==> config.mk <==
export PLATFORM = sky130hd
export DESIGN_NAME = edge_detect_array
export DESIGN_NICKNAME = d
export VERILOG_FILES = /design/src/rtl/edge_detect_pkg.sv /design/src/rtl/edge_filter_chan.sv /design/src/rtl/edge_detect_array.sv
export SDC_FILE = /design/constraint.sdc
export NUM_CORES = 1
export LEC_CHECK = 0
export CORE_MARGIN = 5
export CORE_UTILIZATION = 44
export CTS_CLUSTER_DIAMETER = 50
export DETAILED_ROUTE_END_ITERATION = 16
export HOLD_SLACK_MARGIN = 0.02
export PLACE_DENSITY = 0.79
export REMOVE_ABC_BUFFERS = 1
export SLEW_MARGIN = 10
export SYNTH_ARGS = -nofsm -noshare
export SYNTH_HDL_FRONTEND = slang
export SYNTH_SLANG_ARGS = --single-unit
export TNS_END_PERCENT = 10
==> constraint.sdc <==
create_clock -name clk -period 1.1 [get_ports clk]
set_input_delay 0.22 -clock clk [delete_from_list [all_inputs] [get_ports clk]]
set_output_delay 0.22 -clock clk [all_outputs]
set_load 0.005 [all_outputs]
==> src/rtl/edge_detect_pkg.sv <==
// Shared types and limits for the edge detector array: edge-mode encoding,
// counter width and parameter bounds.
package edge_detect_pkg;

  typedef enum logic [1:0] {
    MODE_OFF  = 2'b00,
    MODE_RISE = 2'b01,
    MODE_FALL = 2'b10,
    MODE_BOTH = 2'b11
  } edge_mode_e;

  localparam int CNT_W      = 8;
  localparam int MIN_CH     = 1;
  localparam int MAX_CH     = 32;
  localparam int MIN_SYNC   = 2;
  localparam int MAX_SYNC   = 4;
  localparam int MIN_FILTER = 1;
  localparam int MAX_FILTER = 255;

  // Bit 0 of the mode enables rising edges, bit 1 enables falling edges.
  function automatic logic mode_match(input logic [1:0] m, input logic rise, input logic fall);
    return (rise && m[0]) || (fall && m[1]);
  endfunction

endpackage

==> src/rtl/edge_filter_chan.sv <==
// One channel: synchronizer chain, optional glitch filter, filtered level and
// one-cycle rise/fall strobes that coincide with the level change.
module edge_filter_chan
  import edge_detect_pkg::*;
#(
  parameter int SYNC_STAGES   = 2,
  parameter int FILTER_CYCLES = 4
) (
  input  logic clk,
  input  logic rst_n,
  input  logic sig_in,
  output logic level,
  output logic rise_pulse,
  output logic fall_pulse
);

  logic [SYNC_STAGES-1:0] sync_ff;
  logic                   sync;
  logic                   accept;

  always_ff @(posedge clk or negedge rst_n) begin
    if (!rst_n) begin
      sync_ff <= '0;
    end else begin
      sync_ff <= {sync_ff[SYNC_STAGES-2:0], sig_in};
    end
  end

  assign sync = sync_ff[SYNC_STAGES-1];

`ifdef EDGE_DETECT_ARRAY_FILTER_EN
  localparam logic [CNT_W-1:0] LAST = CNT_W'(FILTER_CYCLES - 1);

  logic [CNT_W-1:0] cnt;

  // The FILTER_CYCLES-th consecutive mismatching cycle accepts the new value.
  assign accept = (sync != level) && (cnt == LAST);

  always_ff @(posedge clk or negedge rst_n) begin
    if (!rst_n) begin
      cnt <= '0;
    end else if ((sync == level) || accept) begin
      cnt <= '0;
    end else begin
      cnt <= cnt + 1'b1;
    end
  end
`else
  assign accept = (sync != level);
`endif

  always_ff @(posedge clk or negedge rst_n) begin
    if (!rst_n) begin
      level      <= 1'b0;
      rise_pulse <= 1'b0;
      fall_pulse <= 1'b0;
    end else begin
      if (accept) begin
        level <= sync;
      end
      rise_pulse <= accept & sync;
      fall_pulse <= accept & ~sync;
    end
  end

endmodule

==> src/rtl/edge_detect_array.sv <==
// Array of independent edge-detect channels with sticky per-channel event flags
// and a registered interrupt. Glitch filter is built only with EDGE_DETECT_ARRAY_FILTER_EN.
module edge_detect_array
  import edge_detect_pkg::*;
#(
  parameter int NUM_CH        = 8,
  parameter int SYNC_STAGES   = 2,
  parameter int FILTER_CYCLES = 4
) (
  input  logic                  clk,
  input  logic                  rst_n,
  input  logic [NUM_CH-1:0]     sig_in,
  input  logic [2*NUM_CH-1:0]   mode,
  input  logic [NUM_CH-1:0]     event_clr,
  output logic [NUM_CH-1:0]     level_out,
  output logic [NUM_CH-1:0]     rise_pulse,
  output logic [NUM_CH-1:0]     fall_pulse,
  output logic [NUM_CH-1:0]     event_flag,
  output logic                  irq
);

  if (NUM_CH < MIN_CH || NUM_CH > MAX_CH ||
      SYNC_STAGES < MIN_SYNC || SYNC_STAGES > MAX_SYNC ||
      FILTER_CYCLES < MIN_FILTER || FILTER_CYCLES > MAX_FILTER) begin : g_bad_cfg
    $error("edge_detect_array: parameter out of range");
  end

  for (genvar i = 0; i < NUM_CH; i++) begin : g_chan
    edge_filter_chan #(
      .SYNC_STAGES  (SYNC_STAGES),
      .FILTER_CYCLES(FILTER_CYCLES)
    ) u_chan (
      .clk       (clk),
      .rst_n     (rst_n),
      .sig_in    (sig_in[i]),
      .level     (level_out[i]),
      .rise_pulse(rise_pulse[i]),
      .fall_pulse(fall_pulse[i])
    );
  end

  logic [NUM_CH-1:0] flag_set;

  // Mode is looked at while the strobe is high, so later mode changes leave flags alone.
  always_comb begin
    flag_set = '0;
    for (int i = 0; i < NUM_CH; i++) begin
      flag_set[i] = mode_match(mode[2*i +: 2], rise_pulse[i], fall_pulse[i]);
    end
  end

  always_ff @(posedge clk or negedge rst_n) begin
    if (!rst_n) begin
      event_flag <= '0;
      irq        <= 1'b0;
    end else begin
      event_flag <= flag_set | (event_flag & ~event_clr);
      irq        <= |event_flag;
    end
  end

endmodule

# Yosys cells after proc, flatten, opt, wreduce, memory -nomap -nowiden
# Cells that the tools add are included.
# Widths: inputs -> output; s select.
# totals
register_bits,49
# classes
eq_ne,8
n_bitwise,27
reduce_logical,25
# op_table
operator,count
$and 1x1->1,16
$logic_and 1x1->1,16
$and 8x8->8,1
$logic_or 1x1->1,8
$ne 1x1->1,8
$not 1->1,8
$not 8->8,1
$or 8x8->8,1
$reduce_or 8->1,1

# Depth between registers and ports, before layout
# Gate-level depths: netlist (run 1).
# depth
ltp_word,3
depth_mapped,4
ltp_nobuf,4

# Cells and area by module
# From an unflattened synthesis (run 1), not the netlist that was laid out.
# hier_totals
cells_unflattened,116
area_unflattened_um2,1752.9
# by_module_without_submodules
module,instances,cells_each,area_each_um2,seq_area_each_um2
edge_filter_chan,8,10,172.7,125.1
edge_detect_array,1,36,371.6,225.2

# Least setup slack after synthesis (run 1)
# Ideal clock, no wire load.
# synth_timing
kind,register -> register
start,register g_chan[0].u_chan.level
end,register g_chan[0].u_chan.level
arrival_time_ns,0.777
required_time_ns,0.974
slack_ns,0.197
stages_incl_launch_ff,4
path_cell_list,dfrtp_1 > ha_1 > nand2_1 > o21ai_0
# synth_via
elab_chain_cells,1
# synth_lines
element,line_no,source
from (decl),edge_filter_chan.sv:12,"output logic level,"
from (signal assigned),edge_filter_chan.sv:59,level <= sync;
$ne 1x1->1,edge_filter_chan.sv:49,assign accept = (sync != level);
# No other way between the ends.
# A chain may end at the register's enable or synchronous reset.

# Worst setup path after layout (run 1)
# layout_timing
start,register g_chan[6].u_chan.level
end,register g_chan[6].u_chan.level
# layout_via
elab_chain_cells,1
# layout_lines
element,line_no
from (decl),edge_filter_chan.sv:12
from (signal assigned),edge_filter_chan.sv:59
$ne 1x1->1,edge_filter_chan.sv:49
# No other way between the ends.

==> metrics.cfg, run 1 <==
[run_status]
run_status=completed

[yosys]
synthesis.area_per_instance_um2=12.7
synthDistinctLibCells=8
netlist_instances=148
synth.yosys.seq_area_share_pct=65.1
post_synth_instance_area_um2=1880
flops_latches_synth=49
synthesis.yosys.warnings=0

[finish]
n_fill_cell=337
final_net_count=270
antenna_cells=0
drive_gt1_share_pct=32.1
layout-area-overhead-vs-synth_pct=39.1

[detailed_routing]
route.detailed.vias_per_inst=4.41
wl_per_cell_um=13.0
detailroute.via_count=1196
drc_errors=0
drt_iter0_drc=61
finalWirelength_um=3510
firstDrtPassIters=4
detail-route-antenna-nets=0

[floorplanning]
initial_core_util_pct=46.1
row_count=23
die-area_um2=5690
die_width_um=75.4
io_pins=67
fp.dieH_um=75.4
core-area_um2=4090

[cts]
inserted_clock_buffers=5
worstSkewPairLatency_ps=290
clock_tree.root_cell=clkbuf_8
reg_clk_slew_reported_paths_ps=80
clock_sink_count=49
tritoncts=done
clock_path_buffers=2
cts_htree_levels=2

[flow_run]
maxCapViolations=0

[sta]
timing_worst_slew_pin_value_ps=273
min_period_ps=1090
fin_setup_tns_ps=0
clock-skew-final_ps=5.22
post-route-period-util_pct=98.8
max_freq_ghz=0.920
relSlewSlack_pct=81.7
slew_viol_final=0
count_of_final_hold_check_violations=0
grt_setup_unrepaired=true
timing.final.setup_violations=0

[worst_setup_path]
cp-end-kind=register
worstReg2RegStart=g_chan[6].u_chan.level
timing_worst_setup_path_type=reg2reg
worstPathMaxFanout=3
cp_data_arrival_time_ps=1310
timing.critical_path.required_ps=1320
cp-start-kind=register
critical_path_startpoint=g_chan[6].u_chan.level

[place]
place.detailed.hpwl_um=2600
port_buffers=66
global_placement_routability_congestion=0.712

[pwr]
fin_total_pwr_mw=5.40
ir_drop_mv=1.29
power_per_cell_area_nw_per_um2=2060
static_leakage_nw=1.32

[min_path]
worstHoldStart=g_chan[4].u_chan.sync_ff[0]
worst_hold_path_type=reg2reg

[grt]
grt_start_max_net_pins=50
number_of_global_route_vias_before_repair=1284
grt.overflow.total=0
number_of_antenna_violations_at_the_first_check_in_global_routing=0
globalRouteTotalUtil_pct=13.6
first_pass_grt_wire_length_um=5620

[stage by stage]
step / hold WS (ps) / std cells / util (%) / area (um2) / setup WS (ps)
2_1_floorplan: -75.6 / 124 / - / 1700 / 181
3_3_place_gp: 222 / 255 / 62.3 / 2550 / 2.41
3_5_place_dp: 227 / 255 / 62.3 / 2550 / -5.09
4_1_cts: 345 / 272 / 65.6 / 2680 / -37.6
5_1_grt: 337 / 271 / 64.1 / 2620 / -54.7
6_report: 352 / 271 / 64.1 / 2620 / 12.9
[repair_timing]
action / in CTS / in global routing
hold buffers: 1 / 0
gates resized for setup: 87 / 33
hold endpoints to repair: 49 / 0
setup endpoints to repair: 34 / 32
setup buffers: 8 / 0
[routing by layer]
layer	vias to the layer above	global-route usage [%]	part of all wire [%]
li1	588	-	-
met3	5	7.65	15
met1	549	14.7	36
met2	54	22.4	48
met4	0	4.66	1.0
met5	-	0	0
[cell usage after synthesis (all sizes together)]
master	number	share of area, %
nor4	2	0.66
inv	24	4.8
buf	24	9.6
dfrtp	49	65
nand2	9	1.8
o21ai	16	4.3
ha	16	11
a22oi	8	3.2
[cell families (layout without fill, tap and decap cells)]
kind of cell    Yosys count  count (layout)  share of synthesized area [%]
buf+inv                  48             121                           14.4
simple gates             11              11                           2.46
flops                    49              49                           65.1
fa+ha+maj                16              16                           10.6
compound gates           24              24                           7.44
[area by class of cell]
| class | instances | area, um2 | share of cell area, % |
|---|---|---|---|
| clock buffer | 6 | 72.6 | 2.77 |
| clock inverter | 2 | 10.0 | 0.382 |
| inverter | 24 | 90.1 | 3.44 |
| multi-input combinational | 51 | 480 | 18.3 |
| sequential | 49 | 1230 | 46.8 |
| tap | 50 | 62.6 | 2.39 |
| timing repair buffer | 89 | 678 | 25.9 |
[registers in the layout (all words and copies together) (netlist names)]
name                      count
g_chan.u_chan.fall_pulse      8
irq                           1
event_flag                    8
g_chan.u_chan.rise_pulse      8
g_chan.u_chan.level           8
g_chan.u_chan.sync_ff        16
[path summary, 6_finish.rpt]
kind | to | slack (ps) | cells after the start
max | g_chan[6].u_chan.level | 10 | 5
min | g_chan[4].u_chan.sync_ff[1] | 350 | 0
max reg2reg | g_chan[6].u_chan.level | 10 | 5
min reg2reg | g_chan[4].u_chan.sync_ff[1] | 350 | 0
max in group asynchronous | g_chan[6].u_chan.level | 440 | 3
min in group asynchronous | g_chan[4].u_chan.level | 430 | 3
[critical path: stages, from the launching register on]
cell     delay (ps)
dfrtp_1         390
buf_4           130
buf_4           140
ha_4            260
nand2_1          40
o21ai_1          60
[power by group]
| group | internal [mW] | total, mW | switching, mW |
|---|---|---|---|
| clock network | 0.441 | 0.987 | 0.546 |
| registers | 2.24 | 2.46 | 0.220 |
| logic | 1.11 | 1.95 | 0.843 |
[cells in the final DEF (no fill, tap or decap)]
| master | count |
|---|---|
| o21ai_0 | 12 |
| clkinv_2 | 2 |
| a22oi_1 | 8 |
| clkbuf_1 | 1 |
| buf_2 | 10 |
| o21ai_1 | 4 |
| ha_4 | 7 |
| dlygate4sd3_1 | 1 |
| inv_1 | 24 |
| clkdlybuf4s50_1 | 32 |
| buf_4 | 21 |
| ha_1 | 9 |
| nor4_2 | 1 |
| clkbuf_2 | 24 |
| clkbuf_8 | 5 |
| dfrtp_1 | 49 |
| nor4_1 | 1 |
| buf_12 | 1 |
| nand2_1 | 9 |
Power figures use the tool's default switching activity.
==> run 2: changes to the inputs <==
PLACE_DENSITY = 0.85   (was 0.79)
==> run 2 against run 1 <==
Against the previous run:
- sequential share of layout area shrank 1.2 points
- flip-flop and latch count stayed put
- routed wire length up 2.2%
- via count is 3.0% higher
- critical path type unchanged
- critical path depth decreased by 1
- first-iteration DRC count fell by 74%
- clock skew is 2.4 ps higher
- combinational power rose by 9%
==> metrics.cfg, run 2 (synthesis gave the netlist of run 1 again) <==
[finish]
n_fill_cell=307  ; was 337
final_net_count=274  ; was 270
antenna_cells=0  ; unchanged
final_common_cell=dfrtp_1  ; unchanged
footprint_of_the_multi_input_gates_um2=498  ; was 480 um2
regMostFlops=g_chan.u_chan.sync_ff  ; unchanged
layout-area-overhead-vs-synth_pct=42.9  ; was 39.1%
mostFrequentLayoutCells=49 x dfrtp_1, 32 x clkdlybuf4s50_1, 25 x clkbuf_2  ; was 49 x dfrtp_1, 32 x clkdlybuf4s50_1, 24 x inv_1, 24 x clkbuf_2, 21 x buf_4
drive_gt1_share_pct=34.4  ; was 32.1%
largest_register_ff_count=16  ; unchanged
ff_latch_area_um2=1230  ; unchanged
instances_no_fill=274  ; was 271

[worst_setup_path]
cp-start-kind=register  ; unchanged
worstPathMaxFanout=2  ; was 3
timing.critical_path.required_ps=1260  ; was 1320 ps
worstReg2RegStart=event_flag[4]  ; was g_chan[6].u_chan.level
cp-end-kind=register  ; unchanged
regToRegSetupSlack_ps=8  ; was 10 ps
reg2reg_depth=4  ; was 5
timing_worst_setup_path_type=reg2reg  ; unchanged
worst_r2r_endpoint=irq  ; was g_chan[6].u_chan.level
cp_data_arrival_time_ps=1260  ; was 1310 ps

[grt]
globalRouteTotalUtil_pct=14.2  ; was 13.6%
grt_start_max_net_pins=21  ; was 50
first_pass_grt_wire_length_um=5870  ; was 5620 um
number_of_global_route_vias_before_repair=1364  ; was 1284
grt_use_met1_pct=14.9  ; was 14.7%
grt.overflow.total=0  ; unchanged
grt_most_used_layer=met2  ; unchanged
grt_util_met3_pct=7.78  ; was 7.65%
gr-usage-met2_pct=23.9  ; was 22.4%
number_of_antenna_violations_at_the_first_check_in_global_routing=0  ; unchanged

[cts]
reg_clk_slew_reported_paths_ps=80  ; about the same
clock_path_buffers=2  ; unchanged
clock_tree.root_cell=clkbuf_8  ; unchanged
clock_sink_count=49  ; unchanged
inserted_clock_buffers=5  ; unchanged
tritoncts=done  ; unchanged
worstSkewPairLatency_ps=290  ; about the same
cts_htree_levels=2  ; unchanged

[sta]
whs_ps=350  ; was 352 ps
max_freq_ghz=0.915  ; was 0.920 GHz
slew_viol_final=0  ; unchanged
clock-skew-final_ps=7.58  ; was 5.22 ps
min_period_ps=1090  ; about the same
post-route-period-util_pct=99.3  ; was 98.8%
count_of_final_hold_check_violations=0  ; unchanged
relSlewSlack_pct=77.0  ; was 81.7%
timing.final.setup_violations=0  ; unchanged
timing_worst_slew_pin_value_ps=346  ; was 273 ps
layout_setup_ws_ps=7.66  ; was 12.9 ps
grt_setup_unrepaired=true  ; unchanged

[floorplanning]
die-area_um2=5690  ; unchanged
io_pins=67  ; unchanged
initial_core_util_pct=46.1  ; unchanged
fp.dieH_um=75.4  ; unchanged
die_width_um=75.4  ; unchanged
row_count=23  ; unchanged
core-area_um2=4090  ; unchanged

[place]
dp_worst_setup_slack_ps=-54.3  ; was -5.09 ps
global_placement_routability_congestion=0.704  ; was 0.712
port_buffers=66  ; unchanged
place.detailed.hpwl_um=2710  ; was 2600 um
placedCellCount=256  ; was 255

[detailed_routing]
route.detailed.vias_per_inst=4.50  ; was 4.41
wl_per_cell_um=13.1  ; was 13.0 um
detail-route-antenna-nets=0  ; unchanged
drt_iter0_drc=16  ; was 61
drc_errors=0  ; unchanged
firstDrtPassIters=2  ; was 4
detailroute.via_count=1232  ; was 1196
finalWirelength_um=3590  ; was 3510 um

[flow_run]
maxCapViolations=0  ; unchanged

[pwr]
static_leakage_nw=1.35  ; was 1.32 nW
power_per_cell_area_nw_per_um2=2080  ; was 2060 nW/um2
ir_drop_mv=1.11  ; was 1.29 mV

[run_status]
run_status=completed  ; unchanged

[min_path]
worst_hold_path_type=in2async  ; was reg2reg

==> run 2: cell types whose count changed in the layout (fill, tap and decap cells not counted), moves of 2 or more <==
| cell | previous run | this run |
|---|---|---|
| buf_6 | 0 | 2 |
| clkinv_2 | 2 | 0 |
| nand2_1 | 9 | 7 |
| nand2_2 | 0 | 2 |
==> run 2: power breakdown <==
part	switching [mW]	total, mW	internal, mW
Sequential	0.234	2.48	2.25
Clock	0.507	1.01	0.499
Combinational	0.917	2.12	1.21
==> run 2: critical path, stage by stage, from the launching register on <==
cell	delay (ps)
dfrtp_1	380
buf_4	150
nor4_4	260
buf_4	140
nand2_1	40
==> run 2: final cells by class <==
class / count / area share (%)
clock buffer: 7 / 3.21
inverter: 24 / 3.35
multi-input combinational: 51 / 18.5
sequential: 49 / 45.6
tap: 50 / 2.32
timing repair buffer: 93 / 27.1
==> run 2: repair_timing <==
item / in CTS / in global routing
hold buffers: 1 / 0
endpoints found under the hold margin: 11 / 0
pin swaps: 0 / 2
gates resized for setup: 88 / 39
setup buffers: 10 / 1
endpoints found under the setup margin: 34 / 34
==> run 2: layer usage <==
metal	routed length [um]	vias up
met5	0	-
met4	43	0
met3	532	4
met2	1670	57
met1	1350	578
li1	-	593
==> run 2: worst max-delay path by stage <==
stage | slack (ps) | startpoint | to | cells past startpoint
floorplan | 180 | g_chan[0].u_chan.level | g_chan[0].u_chan.level | 3
global placement | -60 | event_flag[2] | irq | 4
detailed placement | -50 | event_flag[2] | irq | 4
CTS | -30 | event_flag[1] | event_flag[1] | 1
global route | -60 | event_flag[4] | irq | 4
finish | 8 | event_flag[4] | irq | 4
==> run 2: metrics by stage <==
| step | area [um2] | TNS [ps] | power (mW) | utilization, % |
|---|---|---|---|---|
| 2_1_floorplan | 1700 | 0 | 3.07 | - |
| 3_3_place_gp | 2570 | -76.5 | 4.52 | 62.8 |
| 3_5_place_dp | 2570 | -87.1 | 4.60 | 62.8 |
| 4_1_cts | 2740 | -262 | 5.67 | 67.1 |
| 5_1_grt | 2690 | -78.1 | 6.09 | 65.9 |
| 6_report | 2690 | 0 | 5.61 | 65.9 |
